--- config.mk ---
export PLATFORM = sky130hd
export DESIGN_NAME = hex_display
export DESIGN_NICKNAME = d
export VERILOG_FILES = /design/src/rtl/hex_display_pkg.sv /design/src/rtl/hex_seg_decoder.sv /design/src/rtl/hex_display.sv
export SDC_FILE = /design/constraint.sdc
export NUM_CORES = 1
export LEC_CHECK = 0
export ABC_CLOCK_PERIOD_IN_PS = 800
export BUFFER_PORTS_ARGS = -buffer_cell sky130_fd_sc_hd__buf_2
export CORE_MARGIN = 2
export CORE_UTILIZATION = 30
export DETAILED_ROUTE_END_ITERATION = 12
export PLACE_DENSITY = 0.5
export SLEW_MARGIN = 5
export SYNTH_ARGS = -nofsm -noshare
export SYNTH_HDL_FRONTEND = slang
export SYNTH_SLANG_ARGS = --single-unit
--- constraint.sdc ---
create_clock -name clk -period 0.8 [get_ports clk]
set_input_delay 0.12 -clock clk [delete_from_list [all_inputs] [get_ports clk]]
set_output_delay 0.12 -clock clk [all_outputs]
set_load 0.01 [all_outputs]
--- src/rtl/hex_display_pkg.sv ---
// hex_display_pkg: seven-segment glyph type and active-low glyph constants (bit order gfedcba)
package hex_display_pkg;
  typedef logic [6:0] seg7_t;
  localparam seg7_t SEG_BLANK = 7'b1111111;
  localparam seg7_t SEG_0 = 7'b1000000;
  localparam seg7_t SEG_1 = 7'b1111001;
  localparam seg7_t SEG_2 = 7'b0100100;
  localparam seg7_t SEG_3 = 7'b0110000;
  localparam seg7_t SEG_4 = 7'b0011001;
  localparam seg7_t SEG_5 = 7'b0010010;
  localparam seg7_t SEG_6 = 7'b0000010;
  localparam seg7_t SEG_7 = 7'b1111000;
  localparam seg7_t SEG_8 = 7'b0000000;
  localparam seg7_t SEG_9 = 7'b0010000;
  localparam seg7_t SEG_A = 7'b0001000;
  localparam seg7_t SEG_B = 7'b0000011;
  localparam seg7_t SEG_C = 7'b1000110;
  localparam seg7_t SEG_D = 7'b0100001;
  localparam seg7_t SEG_E = 7'b0000110;
  localparam seg7_t SEG_F = 7'b0001110;
endpackage

--- src/rtl/hex_seg_decoder.sv ---
// hex_seg_decoder: combinational nibble to active-low seven-segment glyph
module hex_seg_decoder
  import hex_display_pkg::*;
(
  input  logic [3:0] nib,
  output seg7_t      seg
);
  always_comb begin
    case (nib)
      4'h0: seg = SEG_0;
      4'h1: seg = SEG_1;
      4'h2: seg = SEG_2;
      4'h3: seg = SEG_3;
      4'h4: seg = SEG_4;
      4'h5: seg = SEG_5;
      4'h6: seg = SEG_6;
      4'h7: seg = SEG_7;
      4'h8: seg = SEG_8;
      4'h9: seg = SEG_9;
      4'hA: seg = SEG_A;
      4'hB: seg = SEG_B;
      4'hC: seg = SEG_C;
      4'hD: seg = SEG_D;
      4'hE: seg = SEG_E;
      4'hF: seg = SEG_F;
      default: seg = SEG_BLANK;
    endcase
  end
endmodule

--- src/rtl/hex_display.sv ---
// hex_display: registered NUM_HEX-digit hex driver for HEX0..HEX5, unused digits blank.
// Optional HEX_DISPLAY_LEADING_ZERO_BLANK_EN blanks leading zero digits (HEX0 always shown).
module hex_display
  import hex_display_pkg::*;
#(
  parameter int NUM_HEX = 3
) (
  input  logic                   clk,
  input  logic                   rst,
  input  logic [4*NUM_HEX-1:0]   num,
  output logic [6:0]             HEX0,
  output logic [6:0]             HEX1,
  output logic [6:0]             HEX2,
  output logic [6:0]             HEX3,
  output logic [6:0]             HEX4,
  output logic [6:0]             HEX5
);
  logic [NUM_HEX-1:0][6:0] dec;
  logic [5:0][6:0]         hex_d;
  logic [5:0][6:0]         hex_q;
`ifdef HEX_DISPLAY_LEADING_ZERO_BLANK_EN
  logic                    zero_hi;
`endif
  for (genvar i = 0; i < NUM_HEX; i++) begin : g_dec
    hex_seg_decoder u_dec (.nib(num[4*i +: 4]), .seg(dec[i]));
  end
  // Walk from the most significant active digit down so zero_hi means "this and all higher are zero"
  always_comb begin
    hex_d = {6{SEG_BLANK}};
`ifdef HEX_DISPLAY_LEADING_ZERO_BLANK_EN
    zero_hi = 1'b1;
`endif
    for (int k = NUM_HEX - 1; k >= 0; k--) begin
`ifdef HEX_DISPLAY_LEADING_ZERO_BLANK_EN
      zero_hi = zero_hi & (num[4*k +: 4] == 4'h0);
      hex_d[k] = (zero_hi && k != 0) ? SEG_BLANK : dec[k];
`else
      hex_d[k] = dec[k];
`endif
    end
  end
  always_ff @(posedge clk or posedge rst) begin
    if (rst) hex_q <= {6{SEG_BLANK}};
    else hex_q <= hex_d;
  end
  assign HEX0 = hex_q[0];
  assign HEX1 = hex_q[1];
  assign HEX2 = hex_q[2];
  assign HEX3 = hex_q[3];
  assign HEX4 = hex_q[4];
  assign HEX5 = hex_q[5];
endmodule

==> results of run 1 <==
==> flip-flops by register name (all words and copies together) (netlist names) <==
| name | flops |
|---|---|
| HEX0 | 7 |
| HEX1 | 7 |
| HEX2 | 7 |
==> per-stage QoR <==
stage	total power [W]	hold slack [ps]
global route	0.00315	62.2
CTS	0.00298	56.8
detailed placement	0.00208	344
finish	0.00296	41.0
floorplan	0.00179	183
global placement	0.00207	344
==> logic make-up (layout without fill, tap and decap cells) <==
group / after synthesis / in the layout
mux: 14 / 14
flops: 21 / 21
compound gates: 21 / 21
other cells: 1 / 21
buf+inv: 39 / 87
fa+ha+maj: 21 / 21
simple gates: 24 / 24
==> cell type report <==
class | instances | area share
Clock buffer | 3 | 0.0176
Tap cell | 70 | 0.0373
Sequential cell | 21 | 0.235
Inverter | 12 | 0.0469
Timing Repair Buffer | 71 | 0.283
Clock inverter | 1 | 0.00213
Multi-Input combinational cell | 101 | 0.378
==> report_power, final <==
group / internal (W) / leakage [nW] / switching (W)
clock: 0.000347 / 0.0255 / 0.000366
sequential: 0.00122 / 0.220 / 0.0000451
combinational: 0.000548 / 0.870 / 0.000432
==> routing by layer <==
metal  vias to the layer above  share of wire
met1                       571           0.40
met2                        38           0.54
met4                         0              0
li1                        574              -
met5                         -              0
met3                         0          0.059
==> cell usage in the layout, fill, tap and decap left out, drive strengths merged, types with 3 or more instances in the layout <==
cell     n
mux4     3
clkbuf   3
nand2b   3
o21ai    6
nor2    10
a22o     3
mux2i    9
dfstp   21
a32o     3
ha      21
conb    21
o31ai    3
buf     71
nand2    3
inv     12
==> worst max-delay path by stage <==
stage	start	end	slack [ps]	depth (start not counted)
final	HEX1[1]	HEX1[1]	-220	1
after global routing	HEX0[5]	HEX0[5]	-250	1
after CTS	HEX1[1]	HEX1[1]	-220	1
after detailed placement	num[1]	HEX0[3]	-410	5
after global placement	num[0]	HEX0[3]	-390	5
after floorplan	num[0]	HEX0[3]	-130	4
==> repair_timing <==
action	4_1_cts	5_1_grt
pin swaps	0	2
endpoints found under the hold margin	0	0
buffers inserted	0	1
resized for setup	47	3
setup endpoints to repair	30	26
==> metrics.yaml, run 1 <==
worst_setup_path:
  critical-path-top-delay-family: "flip-flops"
  cp-start-kind: "register"
  worst_ep_required_time_ps: 680
  path_buf_inv: 1
  end_kind: "output port"
  path_cells: "buf_6"
  crit_arrival_ps: 900
  path_class: "register to output port"
  critPathSlowestCell: "dfstp_2"
  critical-path-max-stage-delay_ps: 540
  crit_path_max_fanout: 1
synth:
  synth_area_leaders: "dfstp_2, ha_1, buf_4"
  ys_seq_area_frac: 0.356
  synth-warning-count: 0
  yosys-top-cells-count: "buf_4, dfstp_2, ha_1"
  synth-compound-area-share: 0.0969
  synth_cells: 141
  synth_edf_count: 0
  synth_area_leader_cell: "dfstp_2"
  syn_area_per_cell_um2: 11.0
  synthXorXnorAreaFrac: 0
  synth_top_family_by_area: "adder cells"
  synth_seq_cells: 21
  synthFlopType: "dfstp_2"
  synth.area.mux_share: 0.128
  synthArstFlopShare: 1.00
  synthesis.area_mm2: 0.00155
  synth.distinct_cells: 28
  synth_simple_gate_area_share: 0.0847
  synth.top_cell.area_share: 0.356
  synthAdderAreaFrac: 0.169
finish:
  antenna_cells: 0
  multi_input_area_um2: 888
  final_nets: 245
  fill_cells: 466
  final_util: 0.466
  seqCellArea_um2: 552
  layout-drive-gt1-share: 0.593
  stdcell_count: 279
  fin_area_mm2: 0.00235
  syn_to_final_growth_pct: 51.5
flow_run:
  cap_violations: 0
global_route:
  met2_usage: 0.220
  busiest_layer: "met2"
  grt_pass1_wl_um: 5320
  grt_max_degree: 13
  grt_util_met1: 0.141
  antenna_found_initial: 0
  first_global_vias: 1214
  met3_usage: 0.0265
  gr-total-overflow: 0
  grt_usage: 0.120
route:
  viasPerCell: 4.24
  routed_wl_um: 3210
  via_count: 1183
  wl_per_cell_um: 11.5
  drc_errors: 0
  firstDrtPassIters: 4
  postRouteAntennaNets: 0
  first_iter_violations: 31
timing:
  rsz0062_at_grt: "true"
  fmax_ghz: 0.980
  hold_viol_final: 0
  tns_ps: -4370
  finalSetupViolCount: 22
  fin_crit_sh: 1.28
  layout_min_cycle_time_ps: 1020
  fin_ws_ps: -221
  slew_viol_final: 0
placement:
  hpwl_um: 2630
  dpl_cell_area_mm2: 0.00206
  gp_routability_congestion: 0.834
  port_buffers: 34
  dp_cells: 274
  dp_slack_ps: -414
floorplan:
  io_pins: 56
  die_height_um: 75.9
  initial_core_util: 0.307
  core.rowCount: 26
  die_w_um: 75.9
  core_mm2: 0.00504
  dieArea_mm2: 0.00576
clocking:
  cts_hold_buf: 0
  clk_path_buf_depth: 2
  cts_tree: "yes"
  clock-sinks: 21
  clk_pin_slew_ps: 90
  cts_root_buffer: "clkbuf_8"
  numCtsBuffers: 3
  cts_max_level: 1
power:
  ir_worst_vdd_v: 0.000558
  power.density_mw_per_mm2: 1260
  p_leak_nw: 1.11
status:
  status: "finished with violations"
  violations: "setup timing"
worst_hold_path:
  hp-class: "input port to asynchronous set/reset pin"
(Power assumes the default switching activity.)
==> inputs of run 2 (changes only) <==
Settings changed: CORE_ASPECT_RATIO set to 0.75.
==> run 2 against run 1 <==
- the flow still finishes with violations (setup timing)
- via count fell by 4.5%
- core utilization grew 1.6 points
- die area increased by 0.10%
- global-route usage is 1.2 points lower
- wire length shrank 7.6%
- critical path depth unchanged
- sequential share of layout area down 0.24 points
- clock power decreased by 5.8%
- setup slack gained 9.7 ps
- count of clock-buffer cells in the layout up 1
- combinational power up 2%
- maximum frequency increased by 0.96%
- critical endpoint is now HEX2[5]
- largest power group unchanged
==> metrics.yaml, run 2 (same netlist as run 1, synthesis figures left out) <==
worst_setup_path:
  path_buf_inv: 1  # unchanged
  end_kind: "output port"  # unchanged
  critical-path-top-delay-family: "flip-flops"  # unchanged
  path_cells: "buf_6"  # unchanged
  worst_ep_required_time_ps: 680  # about the same
  crit_start: "HEX2[5]"  # was HEX1[1]
  cp-start-kind: "register"  # unchanged
  crit_path_max_fanout: 1  # unchanged
  path_class: "register to output port"  # unchanged
  critPathSlowestCell: "dfstp_2"  # unchanged
  crit_arrival_ps: 890  # was 900 ps
  critical-path-max-stage-delay_ps: 540  # about the same
global_route:
  grt_pass1_wl_um: 4910  # was 5320 µm
  gr-total-overflow: 0  # unchanged
  grt_usage: 0.108  # was 0.120
  antenna_found_initial: 0  # unchanged
  grt_max_degree: 22  # was 13
  first_global_vias: 1098  # was 1214
finish:
  antenna_cells: 0  # unchanged
  stdcell_count: 267  # was 279
  fill_cells: 437  # was 466
  final_cell_mix: "buf_4, buf_6, dfstp_2, conb_1, ha_1"  # was buf_4, dfstp_2, conb_1, buf_6, ha_1
  layout-drive-gt1-share: 0.580  # was 0.593
  multi_input_area_um2: 896  # was 888 µm²
  syn_to_final_growth_pct: 53.0  # was 51.5%
  final_nets: 243  # was 245
  seqCellArea_um2: 552  # unchanged
  final_common_cell: "buf_4"  # unchanged
floorplan:
  core.rowCount: 22  # was 26
  die_height_um: 66.3  # was 75.9 µm
  die_w_um: 87.0  # was 75.9 µm
  initial_core_util: 0.315  # was 0.307
  core_mm2: 0.00493  # was 0.00504 mm²
  dieArea_mm2: 0.00576  # about the same
  io_pins: 56  # unchanged
route:
  firstDrtPassIters: 3  # was 4
  first_iter_violations: 21  # was 31
  routed_wl_um: 2960  # was 3210 µm
  drc_errors: 0  # unchanged
  viasPerCell: 4.23  # was 4.24
  postRouteAntennaNets: 0  # unchanged
  via_count: 1130  # was 1183
  wl_per_cell_um: 11.1  # was 11.5 µm
worst_hold_path:
  hp-class: "input port to asynchronous set/reset pin"  # unchanged
clocking:
  clk_path_buf_depth: 2  # unchanged
  cts_tree: "yes"  # unchanged
  clock-sinks: 21  # unchanged
  cts_root_buffer: "clkbuf_8"  # unchanged
  clk_pin_slew_ps: 70  # was 90 ps
  numCtsBuffers: 3  # unchanged
  cts_max_level: 1  # unchanged
placement:
  gp_routability_congestion: 0.801  # was 0.834
  dp_slack_ps: -419  # was -414 ps
  dp_cells: 261  # was 274
  port_buffers: 34  # unchanged
  hpwl_um: 2330  # was 2630 µm
power:
  ir_worst_vdd_v: 0.000474  # was 0.000558 V
  power.density_mw_per_mm2: 1240  # was 1260 mW/mm²
  p_leak_nw: 1.12  # was 1.11 nW
timing:
  hold_slack_ps: 64.4  # was 41.0 ps
  slew_viol_final: 0  # unchanged
  fin_crit_sh: 1.26  # was 1.28
  finalSetupViolCount: 24  # was 22
  fmax_ghz: 0.989  # was 0.980 GHz
  hold_viol_final: 0  # unchanged
  fin_ws_ps: -211  # was -221 ps
  layout_min_cycle_time_ps: 1010  # was 1020 ps
  rsz0062_at_grt: "true"  # unchanged
flow_run:
  cap_violations: 0  # unchanged
status:
  status: "finished with violations"  # unchanged
  violations: "setup timing"  # unchanged
[run 2: routing by layer]
layer  up-vias  GRT usage  share of wire
met1       531      0.132           0.45
met3         2     0.0300          0.048
met4         0     0.0156         0.0020
li1        563          -              -
met2        34      0.194           0.50
met5         -          0              0
[run 2: worst paths after layout]
kind	endpoint	slack [ps]	cells after the start
worst max-delay path	HEX2[5]	-210	1
worst min-delay path	HEX2[1]	60	3
max in group asynchronous	HEX1[3]	710	3
min in group clk	HEX0[6]	130	2
[run 2: area by class of cell]
type	instances	share of cell area
inverter	12	0.0464
sequential	21	0.233
timing repair buffer	69	0.293
clock buffer	4	0.0190
tap	60	0.0316
multi-input combinational	101	0.378
[run 2: what timing repair did]
item / in CTS / in global routing
pin swaps: 1 / 3
endpoints found under the hold margin: 0 / 0
setup buffers: 1 / 1
hold buffers: 0 / 0
cloned: 0 / 0
gates resized for setup: 48 / 6
setup endpoints to repair: 30 / 28
[run 2: power by group]
group / internal (W) / leakage, nW / total, W / switching [W]
clock network: 0.000354 / 0.0228 / 0.000672 / 0.000318
registers: 0.00122 / 0.220 / 0.00127 / 0.0000439
logic: 0.000563 / 0.876 / 0.000996 / 0.000433
[run 2: per-stage QoR]
step	TNS [ps]	power [W]	utilization	cell area, µm²
after CTS	-4450	0.00298	0.475	2340
after global placement	-5500	0.00207	0.418	2060
after floorplan	-475	0.00179	-	1730
after detailed placement	-5790	0.00208	0.418	2060
after global routing	-4850	0.00313	0.481	2370
final	-4110	0.00294	0.481	2370
==> inputs of run 3 (changes only) <==
Settings changed: CORE_MARGIN 2 to not set.
==> run 3 against run 2 <==
- the flow finishes with violations (DRC, setup timing)
- flip-flop and latch count did not move
- critical path type unchanged
- sequential share of layout area rose by 0.19 points
- highest routed layer unchanged
- core utilization fell by 0.38 points
- critical endpoint unchanged
- largest power group unchanged
- clock power rose by 0.6%
==> metrics.yaml, run 3 (same netlist as run 1, synthesis figures left out) <==
power:
  p_sw_frac: 0.273  # was 0.271
  seqPwrFrac: 0.431  # was 0.432
  p_leak_nw: 1.12  # about the same
  finalPower_w: 0.00294  # about the same
  pwr-share-clk: 0.230  # was 0.229
  p_switching_w: 0.000801  # was 0.000795 W
  p_comb_frac: 0.339  # about the same
  internal_power_w: 0.00214  # about the same
  ir_worst_vdd_v: 0.000470  # was 0.000474 V
  power.density_mw_per_mm2: 1250  # was 1240 mW/mm²
clocking:
  clock-sinks: 21  # unchanged
  cts_tree: "yes"  # unchanged
  numCtsBuffers: 3  # unchanged
  clk_pin_slew_ps: 70  # about the same
  clk_path_buf_depth: 2  # unchanged
  cts_root_buffer: "clkbuf_8"  # unchanged
  cts_hold_buf: 0  # unchanged
  cts_max_level: 1  # unchanged
floorplan:
  dieArea_mm2: 0.00546  # was 0.00576 mm²
  die_w_um: 85.0  # was 87.0 µm
  core_mm2: 0.00493  # unchanged
  initial_core_util: 0.315  # unchanged
  core.rowCount: 22  # unchanged
  die_height_um: 64.3  # was 66.3 µm
  io_pins: 56  # unchanged
timing:
  fin_crit_sh: 1.26  # about the same
  rsz0062_at_grt: "true"  # unchanged
  finalSetupViolCount: 24  # unchanged
  hold_viol_final: 0  # unchanged
  layout_min_cycle_time_ps: 1010  # about the same
  tns_ps: -4160  # was -4110 ps
  slew_viol_final: 0  # unchanged
  fmax_ghz: 0.989  # about the same
  fin_ws_ps: -211  # about the same
route:
  first_iter_violations: 28  # was 21
  via_count: 1135  # was 1130
  drc_errors: 1  # was 0
  routed_wl_um: 3070  # was 2960 µm
  viasPerCell: 4.22  # was 4.23
  wl_per_cell_um: 11.4  # was 11.1 µm
  firstDrtPassIters: 7  # was 3
  postRouteAntennaNets: 0  # unchanged
finish:
  final_common_cell: "buf_4"  # unchanged
  final_cell_mix: "buf_4, buf_6, dfstp_2, conb_1, ha_1"  # unchanged
  fill_cells: 454  # was 437
  antenna_cells: 0  # unchanged
  layout-drive-gt1-share: 0.584  # was 0.580
  final_nets: 245  # was 243
  syn_to_final_growth_pct: 51.8  # was 53.0%
global_route:
  antenna_found_initial: 0  # unchanged
  gr-total-overflow: 0  # unchanged
  grt_usage: 0.123  # was 0.108
  grt_max_degree: 22  # unchanged
  grt_pass1_wl_um: 5430  # was 4910 µm
  first_global_vias: 1203  # was 1098
worst_setup_path:
  path_class: "register to output port"  # unchanged
  path_buf_inv: 1  # unchanged
  critPathSlowestCell: "dfstp_2"  # unchanged
  path_cells: "buf_6"  # unchanged
  crit_arrival_ps: 890  # about the same
  worst_ep_required_time_ps: 680  # about the same
  critical-path-top-delay-family: "flip-flops"  # unchanged
  end_kind: "output port"  # unchanged
  critical-path-max-stage-delay_ps: 540  # about the same
  crit_path_max_fanout: 1  # unchanged
  cp-start-kind: "register"  # unchanged
placement:
  hpwl_um: 2390  # was 2330 µm
  port_buffers: 34  # unchanged
  gp_routability_congestion: 0.771  # was 0.801
  dp_slack_ps: -426  # was -419 ps
status:
  status: "finished with violations"  # unchanged
  violations: "DRC, setup timing"  # was setup timing
worst_hold_path:
  hp-class: "input port to asynchronous set/reset pin"  # unchanged
flow_run:
  cap_violations: 0  # unchanged
run 3: cell types whose count changed in the layout (fill, tap and decap cells not counted):
cell and change:
buf_12 -1, buf_4 +5, ha_2 +1, ha_4 -1, buf_6 -1, buf_8 -1
run 3: final timing paths:
kind | from | cells after the start | end | slack, ps
setup / recovery | HEX2[5] | 1 | HEX2[5] | -210
hold / removal | rst | 3 | HEX2[4] | 80
max in group asynchronous | rst | 3 | HEX0[3] | 700
min in group clk | num[6] | 2 | HEX1[0] | 120
run 3: timing repair:
item                       in CTS  in global routing
setup endpoints to repair      31                 26
resized for setup              49                  4
pin swaps                       1                  5
setup buffers                   0                  2
gates cloned                    0                  0
run 3: through the flow:
step,std cells,utilization,hold WS (ps),instance area [µm²]
after global placement,263,0.416,346,2050
after global routing,269,0.478,90.4,2350
after detailed placement,263,0.416,349,2050
after CTS,267,0.472,74.5,2330
after floorplan,161,-,183,1730
final,269,0.478,75.3,2350
run 3: metal layers:
layer | part of all wire | wire length [µm] | global-route usage
met5 | 0 | 0 | 0
met4 | 0.0075 | 23 | 0.0212
met3 | 0.041 | 125 | 0.0362
met2 | 0.49 | 1500 | 0.215
met1 | 0.46 | 1430 | 0.151
run 3: power by group through the flow:
stage | sequential [W] | combinational [W] | clock, W
CTS | 0.00127 | 0.000981 | 0.000719
floorplan | 0.00132 | 0.000473 | 0
detailed placement | 0.00126 | 0.000821 | 0
finish | 0.00127 | 0.000995 | 0.000676
global route | 0.00128 | 0.00108 | 0.000768
global placement | 0.00126 | 0.000807 | 0
run 3: layout make-up:
| type | count | area, µm² | area share |
|---|---|---|---|
| inverter | 12 | 110 | 0.0468 |
| tap | 60 | 75.1 | 0.0319 |
| multi-input combinational | 101 | 886 | 0.376 |
| timing repair buffer | 71 | 686 | 0.291 |
| clock buffer | 4 | 45.0 | 0.0191 |
| sequential | 21 | 552 | 0.234 |
